[config.mk]
export PLATFORM = sky130hd
export DESIGN_NAME = multicycle_control
export DESIGN_NICKNAME = d
export VERILOG_FILES = /design/src/rtl/mc_pkg.sv /design/src/rtl/mc_wait_timer.sv /design/src/rtl/multicycle_control.sv
export SDC_FILE = /design/constraint.sdc
export NUM_CORES = 1
export LEC_CHECK = 0
export ABC_AREA = 1
export CORE_MARGIN = 8
export CORE_UTILIZATION = 54
export CTS_BUF_LIST = sky130_fd_sc_hd__clkbuf_4
export DETAILED_ROUTE_END_ITERATION = 8
export HOLD_SLACK_MARGIN = 0.12
export MAX_ROUTING_LAYER = met4
export PLACE_DENSITY_LB_ADDON = 0.25
export SYNTH_ARGS = -nofsm -noshare
export SYNTH_HDL_FRONTEND = slang
export SYNTH_SLANG_ARGS = --single-unit
[constraint.sdc]
create_clock -name clk -period 2.1 [get_ports clk]
set_clock_uncertainty 0.05 [all_clocks]
set_input_delay 0.21 -clock clk [delete_from_list [all_inputs] [get_ports clk]]
set_output_delay 0.21 -clock clk [all_outputs]
set_load 0.1 [all_outputs]
[src/rtl/mc_pkg.sv]
// -----------------------------------------------------------------------------
// mc_pkg
// Shared definitions for the multicycle control unit: state encodings,
// recognised opcodes, ALUOp codes and PCSource codes.
// No ports (package).
// -----------------------------------------------------------------------------
package mc_pkg;

    // State encodings (also exposed on state_o for debug)
    localparam logic [3:0] S_FETCH  = 4'd0;
    localparam logic [3:0] S_DECODE = 4'd1;
    localparam logic [3:0] S_MEMADR = 4'd2;
    localparam logic [3:0] S_MEMRD  = 4'd3;
    localparam logic [3:0] S_MEMWB  = 4'd4;
    localparam logic [3:0] S_MEMWR  = 4'd5;
    localparam logic [3:0] S_EXEC   = 4'd6;
    localparam logic [3:0] S_RWB    = 4'd7;
    localparam logic [3:0] S_BRANCH = 4'd8;
    localparam logic [3:0] S_JUMP   = 4'd9;
    localparam logic [3:0] S_ADDIEX = 4'd10;
    localparam logic [3:0] S_ADDIWB = 4'd11;
    localparam logic [3:0] S_TRAP   = 4'd12;

    // Recognised opcodes (resized to the opcode width at the point of use)
    localparam int OPC_RTYPE = 0;
    localparam int OPC_J     = 2;
    localparam int OPC_BEQ   = 4;
    localparam int OPC_ADDI  = 8;
    localparam int OPC_LW    = 35;
    localparam int OPC_SW    = 43;

    // ALU operation selects
    localparam logic [1:0] ALUOP_ADD   = 2'b00;
    localparam logic [1:0] ALUOP_SUB   = 2'b01;
    localparam logic [1:0] ALUOP_FUNCT = 2'b10;

    // PC source selects
    localparam logic [1:0] PCSRC_ALU    = 2'b00;
    localparam logic [1:0] PCSRC_ALUOUT = 2'b01;
    localparam logic [1:0] PCSRC_JUMP   = 2'b10;

    // States that stall on the memory handshake
    function automatic logic is_mem_wait_state(input logic [3:0] s);
        return (s == S_FETCH) || (s == S_MEMRD) || (s == S_MEMWR);
    endfunction

endpackage

[src/rtl/mc_wait_timer.sv]
// -----------------------------------------------------------------------------
// mc_wait_timer
// Counts consecutive memory wait cycles and flags the cycle in which the
// count reaches TIMEOUT while the access is still waiting.
// Ports:
//   clk     - clock, rising edge
//   rst_n   - asynchronous active-low reset
//   clear   - restart the count (controller changes state)
//   waiting - current cycle is a memory wait cycle (mem_ready low)
//   expired - this wait cycle is the TIMEOUT-th consecutive one
// -----------------------------------------------------------------------------
module mc_wait_timer #(
    parameter int unsigned TIMEOUT = 15
) (
    input  logic clk,
    input  logic rst_n,
    input  logic clear,
    input  logic waiting,
    output logic expired
);

    // count_q holds the number of wait cycles already completed, so the
    // current cycle is number count_q+1.
    localparam logic [7:0] LAST_CNT = 8'(TIMEOUT - 1);

    logic [7:0] count_q;
    logic [7:0] count_d;

    always_comb begin
        expired = waiting && (count_q == LAST_CNT);
        count_d = count_q + 8'd1;
        // An expiry restarts the access even when the state does not change
        // (timeout in FETCH), so it clears the count as well.
        if (clear || !waiting || expired) begin
            count_d = 8'd0;
        end
    end

    always_ff @(posedge clk or negedge rst_n) begin
        if (!rst_n) begin
            count_q <= 8'd0;
        end else begin
            count_q <= count_d;
        end
    end

endmodule

[src/rtl/multicycle_control.sv]
// -----------------------------------------------------------------------------
// multicycle_control
// Main control FSM of a multicycle MIPS-style datapath with memory wait
// handling and access timeout.
// Optional feature: define MULTICYCLE_CONTROL_JUMP_EN to support J (opcode 2);
// otherwise opcode 2 traps as illegal.
// Ports:
//   clk, rst_n        - clock (rising edge), asynchronous active-low reset
//   Opcode            - opcode field of the instruction register
//   mem_ready         - memory completes the current access this cycle
//   PCWrite .. ALUSrcA, ALUSrcB, ALUOp, PCSource - datapath controls
//   illegal_op        - one-cycle pulse for an unsupported opcode
//   mem_err           - one-cycle pulse on a memory access timeout
//   state_o           - current state encoding (debug)
// -----------------------------------------------------------------------------
module multicycle_control
    import mc_pkg::*;
#(
    parameter int OP_W                 = 6,
    parameter int unsigned MEM_TIMEOUT = 15
) (
    input  logic            clk,
    input  logic            rst_n,
    input  logic [OP_W-1:0] Opcode,
    input  logic            mem_ready,
    output logic            PCWrite,
    output logic            PCWriteCond,
    output logic            IorD,
    output logic            MemRead,
    output logic            MemWrite,
    output logic            MemtoReg,
    output logic            IRWrite,
    output logic            RegDst,
    output logic            RegWrite,
    output logic            ALUSrcA,
    output logic [1:0]      ALUSrcB,
    output logic [1:0]      ALUOp,
    output logic [1:0]      PCSource,
    output logic            illegal_op,
    output logic            mem_err,
    output logic [3:0]      state_o
);

    logic [3:0]      state_q;
    logic [3:0]      state_d;
    logic [OP_W-1:0] opcode_q;
    logic [OP_W-1:0] opcode_d;
    logic            waiting;
    logic            expired;
    logic            timeout;

    assign waiting = is_mem_wait_state(state_q) && !mem_ready;

    mc_wait_timer #(
        .TIMEOUT (MEM_TIMEOUT)
    ) u_wait_timer (
        .clk     (clk),
        .rst_n   (rst_n),
        .clear   (state_d != state_q),
        .waiting (waiting),
        .expired (expired)
    );

    // Opcode is captured in DECODE so that MEMADR picks read vs write from
    // the instruction that was decoded, not from whatever is on the bus now.
    assign opcode_d = (state_q == S_DECODE) ? Opcode : opcode_q;

    always_ff @(posedge clk) begin
        opcode_q <= opcode_d;
    end

    always_comb begin
        state_d = state_q;
        timeout = 1'b0;
        case (state_q)
            S_FETCH: begin
                if (mem_ready) begin
                    state_d = S_DECODE;
                end else if (expired) begin
                    timeout = 1'b1;
                end
            end
            S_DECODE: begin
                if (Opcode == OP_W'(OPC_LW) || Opcode == OP_W'(OPC_SW)) begin
                    state_d = S_MEMADR;
                end else if (Opcode == OP_W'(OPC_RTYPE)) begin
                    state_d = S_EXEC;
                end else if (Opcode == OP_W'(OPC_BEQ)) begin
                    state_d = S_BRANCH;
`ifdef MULTICYCLE_CONTROL_JUMP_EN
                end else if (Opcode == OP_W'(OPC_J)) begin
                    state_d = S_JUMP;
`endif
                end else if (Opcode == OP_W'(OPC_ADDI)) begin
                    state_d = S_ADDIEX;
                end else begin
                    state_d = S_TRAP;
                end
            end
            S_MEMADR: begin
                if (opcode_q == OP_W'(OPC_LW)) begin
                    state_d = S_MEMRD;
                end else if (opcode_q == OP_W'(OPC_SW)) begin
                    state_d = S_MEMWR;
                end else begin
                    state_d = S_FETCH;
                end
            end
            S_MEMRD: begin
                if (mem_ready) begin
                    state_d = S_MEMWB;
                end else if (expired) begin
                    state_d = S_FETCH;
                    timeout = 1'b1;
                end
            end
            S_MEMWR: begin
                if (mem_ready) begin
                    state_d = S_FETCH;
                end else if (expired) begin
                    state_d = S_FETCH;
                    timeout = 1'b1;
                end
            end
            S_EXEC:   state_d = S_RWB;
            S_ADDIEX: state_d = S_ADDIWB;
            default:  state_d = S_FETCH;
        endcase
    end

    always_ff @(posedge clk or negedge rst_n) begin
        if (!rst_n) begin
            state_q <= S_FETCH;
        end else begin
            state_q <= state_d;
        end
    end

    always_comb begin
        PCWrite     = 1'b0;
        PCWriteCond = 1'b0;
        IorD        = 1'b0;
        MemRead     = 1'b0;
        MemWrite    = 1'b0;
        MemtoReg    = 1'b0;
        IRWrite     = 1'b0;
        RegDst      = 1'b0;
        RegWrite    = 1'b0;
        ALUSrcA     = 1'b0;
        ALUSrcB     = 2'b00;
        ALUOp       = ALUOP_ADD;
        PCSource    = PCSRC_ALU;
        illegal_op  = 1'b0;
        mem_err     = timeout;
        state_o     = state_q;
        case (state_q)
            S_FETCH: begin
                MemRead = 1'b1;
                ALUSrcB = 2'b01;
                // Only commit the fetched instruction and PC+4 once memory
                // has actually delivered it.
                IRWrite = mem_ready;
                PCWrite = mem_ready;
            end
            S_DECODE: ALUSrcB = 2'b11;
            S_MEMADR, S_ADDIEX: begin
                ALUSrcA = 1'b1;
                ALUSrcB = 2'b10;
            end
            S_MEMRD: begin
                MemRead = 1'b1;
                IorD    = 1'b1;
            end
            S_MEMWB: begin
                RegWrite = 1'b1;
                MemtoReg = 1'b1;
            end
            S_MEMWR: begin
                MemWrite = 1'b1;
                IorD     = 1'b1;
            end
            S_EXEC: begin
                ALUSrcA = 1'b1;
                ALUOp   = ALUOP_FUNCT;
            end
            S_RWB: begin
                RegDst   = 1'b1;
                RegWrite = 1'b1;
            end
            S_ADDIWB: RegWrite = 1'b1;
            S_BRANCH: begin
                ALUSrcA     = 1'b1;
                ALUOp       = ALUOP_SUB;
                PCWriteCond = 1'b1;
                PCSource    = PCSRC_ALUOUT;
            end
`ifdef MULTICYCLE_CONTROL_JUMP_EN
            S_JUMP: begin
                PCWrite  = 1'b1;
                PCSource = PCSRC_JUMP;
            end
`endif
            S_TRAP: illegal_op = 1'b1;
            default: ;
        endcase
        // Reset forces every strobe low combinationally, independent of clk.
        if (!rst_n) begin
            PCWrite     = 1'b0;
            PCWriteCond = 1'b0;
            IorD        = 1'b0;
            MemRead     = 1'b0;
            MemWrite    = 1'b0;
            MemtoReg    = 1'b0;
            IRWrite     = 1'b0;
            RegDst      = 1'b0;
            RegWrite    = 1'b0;
            ALUSrcA     = 1'b0;
            ALUSrcB     = 2'b00;
            ALUOp       = 2'b00;
            PCSource    = 2'b00;
            illegal_op  = 1'b0;
            mem_err     = 1'b0;
            state_o     = S_FETCH;
        end
    end

endmodule

==> results.toml, run 1 <==
[outcome]
status = "completed"

[worst_setup_path]
critPathMostFrequentCell = "nand2_1"
end_kind = "output pin"
crit_chain = "inv_1, nand2_1, inv_1, nand2_1, nand3_2, nand2_1, nor3_4, buf_12"
r2r_cells = 8
worst-setup-path-type = "reg -> out"
slowest_stage = "dfrtp_2"
arrival_ns = 1.71
crit_required_ns = 1.84
critPathMaxFanout = 6
start_kind = "flop"
slowest_delay_ns = 0.48

[placement]
dp_hpwl_um = 2650
port_buffers = 29
place_ws_ns = 0.282
postPlaceCellArea_um2 = 1770
gp_congestion = 0.905

[finish]
layout_commonest_cell = "nand2_1"
nets = 212
fin_area_um2 = 1820
final_cell_mix = "nand2_1 (39), nor2_1 (30), inv_1 (27), buf_12 (21), dfrtp_1 (11)"
n_antenna_cell = 0
multiInputGateArea_um2 = 633
syn_to_final_growth_pct = 54.9
drive_gt1_share_pct = 26.5
fillers = 118
regArea_um2 = 482

[timing]
fmax_mhz = 507
setup_violations = 0
fin_tns_setup_ns = 0
period_needed_ns = 1.97
hold_slack_ns = 0.201
final_max_slew_viol_count = 0
hold_violations = 0
finalCritPeriodShare_pct = 93.9
rsz0062_at_grt = "no"
setup_slack_ns = 0.128

[routing]
vias = 1209
drt-wirelength-per-cell_um = 14.2
initialDrtViolationCount = 38
drt-pass1-iter-count = 4
vias_per_cell = 5.30
wl_um = 3230
drcViolationCount = 0
ant_nets = 0

[power]
switching_share_pct = 52.1
clockPowerShare_pct = 9.7
p_int_uw = 893
powerDensity_nw_per_um2 = 1030
p_sw_uw = 972
ir_worst_vdd_uv = 940
p_leak_uw = 0.000841
pwr-share-seq_pct = 27.8
p_comb_share_pct = 62.5

[floorplan]
start_util_pct = 55.1
rows = 17
ioPinCount = 31
die-area_um2 = 3920
coreArea_um2 = 2130
die_y_um = 62.6
die_x_um = 62.6

[synth]
ys_seq_area_share_pct = 41.0
syn_inst = 167
synth-seq-cells = 18
ys_warn_count = 0
netlist_area_um2 = 1170
synth.net_count = 178
synth_cell_types = 25
avgSynthCellArea_um2 = 7.02

[clocking]
path_clk_slew_ns = 0.10
numCtsBuffers = 3
clockRootBuffer = "clkbuf_4"
htreeDepth = 1
numClockSinks = 18
cts_tree = "yes"
clk_latency_ns = 0.30
cts_max_path_buffers = 2

[job]
drv_cap = 0

[min_path]
hold_class = "in -> async"

[global_route]
antenna_found_initial = 0
grt_busiest_layer = "met2"
grtUsageMet3_pct = 4.12
grt_util_met2_pct = 31.2
grt_max_degree = 12
grt.total_usage_pct = 16.9
grt_pass1_vias = 1162
grt_pass1_wl_um = 5350
grtUsageMet1_pct = 17.4
overflow = 0
area by class of cell:
cell class                 instances  area share, %
sequential                        18           26.5
tap                               28           1.93
timing repair buffer              33           29.2
inverter                          29           6.00
multi-input combinational        116           34.9
clock buffer                       3           1.24
clock inverter                     1          0.207
power by group through the flow:
stage                     Sequential (uW)  Clock (uW)  Combinational (uW)
final                                 519         180                1170
after global routing                  527         195                1220
after CTS                             510         178                1150
after detailed placement              518           0                1140
after global placement                510           0                1110
after floorplan                       499           0                 771
state kept, by name, indices dropped and copies added, names as in the netlist:
register,flops
u_wait_timer.count_q,8
opcode_q,6
state_q,4
layer usage:
layer,part of all wire (%),routed length [um]
met1,37,1190
met2,56,1810
met3,5.0,162
met4,2.4,78
met5,0,0
critical path, delay by kind of cell (launching register included):
family / cells / cell delay [ns]
buffers and inverters: 3 / 0.38
flip-flops: 1 / 0.48
AND/OR/NAND/NOR: 5 / 0.55
cell usage after synthesis, drive strengths merged:
| cell | count | area [um2] |
|---|---|---|
| o22ai | 2 | 12.5 |
| nor2 | 40 | 163 |
| nand2 | 41 | 156 |
| inv | 29 | 109 |
| dfrtp | 12 | 300 |
| nor3b | 1 | 7.51 |
| conb | 1 | 3.75 |
| nand3 | 12 | 77.6 |
| buf | 3 | 22.5 |
| o21ai | 3 | 15.0 |
| ha | 2 | 25.0 |
| a21oi | 5 | 28.8 |
| xnor2 | 2 | 17.5 |
| xor2 | 3 | 26.3 |
| edfxtp | 6 | 180 |
| clkbuf | 1 | 3.75 |
| nor3 | 3 | 15.0 |
| a31o | 1 | 8.76 |
through the flow:
stage	power (uW)	utilization [%]	std cells
floorplan	1270	-	167
global route	1940	85.4	228
CTS	1830	84.6	227
finish	1870	85.4	228
global placement	1620	83.2	223
detailed placement	1660	83.2	223
what timing repair did:
item / CTS / global route
endpoints found under the setup margin: 1 / 1
setup buffers: 0 / 1
gates resized for setup: 1 / 4
hold buffers: 0 / 0
worst paths after layout:
| check | startpoint | to | slack [ns] |
|---|---|---|---|
| setup reg to reg | state_q[1] | u_wait_timer.count_q[7] | 0.63 |
| hold / removal | rst_n | u_wait_timer.count_q[7] | 0.20 |
| max in group asynchronous | rst_n | state_q[1] | 1.64 |
| setup / recovery | state_q[1] | mem_err | 0.13 |
| min in group clk | u_wait_timer.count_q[0] | u_wait_timer.count_q[0] | 0.45 |
| hold reg to reg | u_wait_timer.count_q[0] | u_wait_timer.count_q[0] | 0.45 |
cell families (layout without fill, tap and decap cells):
kind of cell / Yosys count / after routing / share of synthesized area, %
AO/OA/AOI/OAI: 11 / 11 / 5.55
XOR/XNOR: 5 / 5 / 3.74
adder cells (fa/ha/maj): 2 / 2 / 2.13
buffers and inverters: 33 / 66 / 11.5
flip-flops: 18 / 18 / 41.0
other: 1 / 1 / 0.320
AND/OR/NAND/NOR: 97 / 97 / 35.8
Power figures use the tool's default switching activity.
==> run 2, diff against run 1 <==
CORE_MARGIN = 2   (was 8)
RECOVER_POWER = 25   (was default)
==> run 2 against run 1 <==
Compared with the run above: sequential power about the same; die area down 35%; maximum frequency down 3.4%; design area down 0.83%; critical path depth unchanged; clock-buffer cell count unchanged; worst hold slack better by 0.16 ns; utilization up 4.6 points; sequential share of layout area up 0.22 points; combinational power about the same; largest cell class unchanged; highest routed layer unchanged.
==> results.toml, run 2 (synthesis gave the netlist of run 1 again) <==
[floorplan]
die_y_um = 50.6
ioPinCount = 31
die-area_um2 = 2560
coreArea_um2 = 2000
start_util_pct = 58.6
rows = 16
die_x_um = 50.6

[routing]
vias = 1256
drcViolationCount = 0
vias_per_cell = 5.56
wl_um = 3600
drt-wirelength-per-cell_um = 15.9
initialDrtViolationCount = 49
drt-pass1-iter-count = 4
ant_nets = 0

[finish]
layout_commonest_cell = "nand2_1"
syn_to_final_growth_pct = 53.6
multiInputGateArea_um2 = 631
n_antenna_cell = 0
final_cell_mix = "nand2_1 (39), nor2_1 (31), inv_1 (27), buf_12 (21), dfrtp_1 (11)"
final_cells = 226
final_core_util_pct = 89.9
largest_register_ffs = 8
regArea_um2 = 482
top_register = "u_wait_timer.count_q"
top_regs = "u_wait_timer.count_q (8), opcode_q (6), state_q (4)"
drive_gt1_share_pct = 25.1
fillers = 82
nets = 211

[timing]
hold_violations = 0
period_needed_ns = 2.04
final_max_slew_viol_count = 0
finalCritPeriodShare_pct = 97.2
fmax_mhz = 490
setup_violations = 0

[global_route]
grt_max_degree = 11
grt_pass1_vias = 1273
grt_pass1_wl_um = 5880
overflow = 0
antenna_found_initial = 0
grt.total_usage_pct = 31.7

[worst_setup_path]
slowest_delay_ns = 0.47
start_kind = "flop"
worst-setup-path-type = "reg -> out"
crit_chain = "inv_1, nand2_1, inv_1, nand2_1, nand3_2, nand2_1, nor3_4, buf_12"
r2r_cells = 8
crit_required_ns = 1.84
critPathMostFrequentCell = "nand2_1"
end_kind = "output pin"
arrival_ns = 1.78
slowest_stage = "dfrtp_2"
critPathMaxFanout = 6

[placement]
gp_congestion = 0.966
dp_hpwl_um = 2880
port_buffers = 29
placed_cells = 222

[clocking]
path_clk_slew_ns = 0.10
cts_tree = "yes"
cts_hold_buf = 0
htreeDepth = 1
numCtsBuffers = 3
clockRootBuffer = "clkbuf_4"
clk_latency_ns = 0.30
numClockSinks = 18
cts_max_path_buffers = 2

[power]
ir_worst_vdd_uv = 759
p_leak_uw = 0.000833
total_power_uw = 1870
powerDensity_nw_per_um2 = 1040

[min_path]
hold_class = "in -> async"

[outcome]
status = "completed"

[job]
drv_cap = 0
[run 2: per-layer routing]
layer	global-route usage [%]	up-vias	part of all wire, %
met3	5.36	18	6.6
met4	17.1	0	4.2
met5	-	-	0
li1	-	573	-
met2	55.0	84	50
met1	34.4	581	39
[run 2: metrics by stage]
stage / TNS, ns / area, um2 / hold WS [ns] / setup slack (ns)
after global placement: 0 / 1770 / 0.417 / 0.344
after floorplan: -0.530 / 1240 / -0.136 / -0.175
after CTS: 0 / 1800 / 0.282 / 0.0603
final: 0 / 1800 / 0.357 / 0.0581
after detailed placement: 0 / 1770 / 0.444 / 0.300
after global routing: -0.00789 / 1800 / 0.360 / -0.00789
[run 2: worst max-delay path: cells and delay by family, from the launching register on]
family,cells,cell delay [ns]
buf+inv,3,0.38
flops,1,0.47
simple gates,5,0.63
[run 2: final timing paths]
path,from,endpoint,slack (ns)
setup / recovery,state_q[1],mem_err,0.06
hold / removal,rst_n,state_q[0],0.36
setup reg to reg,state_q[3],state_q[2],0.58
hold reg to reg,u_wait_timer.count_q[0],u_wait_timer.count_q[0],0.46
max in group asynchronous,rst_n,u_wait_timer.count_q[7],1.23
min in group clk,u_wait_timer.count_q[0],u_wait_timer.count_q[0],0.46
[run 2: timing repair]
| item | CTS | global route |
|---|---|---|
| setup buffers | 0 | 0 |
| gates resized for setup | 1 | 3 |
| setup endpoints to repair | 1 | 1 |
[run 2: cell type report]
type | count | area share [%]
Clock inverter | 1 | 0.208
Tap cell | 27 | 1.88
Inverter | 29 | 6.05
Timing Repair Buffer | 32 | 28.8
Clock buffer | 3 | 1.25
Sequential cell | 18 | 26.8
Multi-Input combinational cell | 116 | 35.0
[run 2: power by group]
group / internal (uW) / total (uW) / switching [uW] / leakage (uW)
combinational: 361 / 1170 / 805 / 0.000599
clock: 69.2 / 182 / 113 / 0.0000154
sequential: 444 / 522 / 78.3 / 0.000218
total: 874 / 1870 / 996 / 0.000833
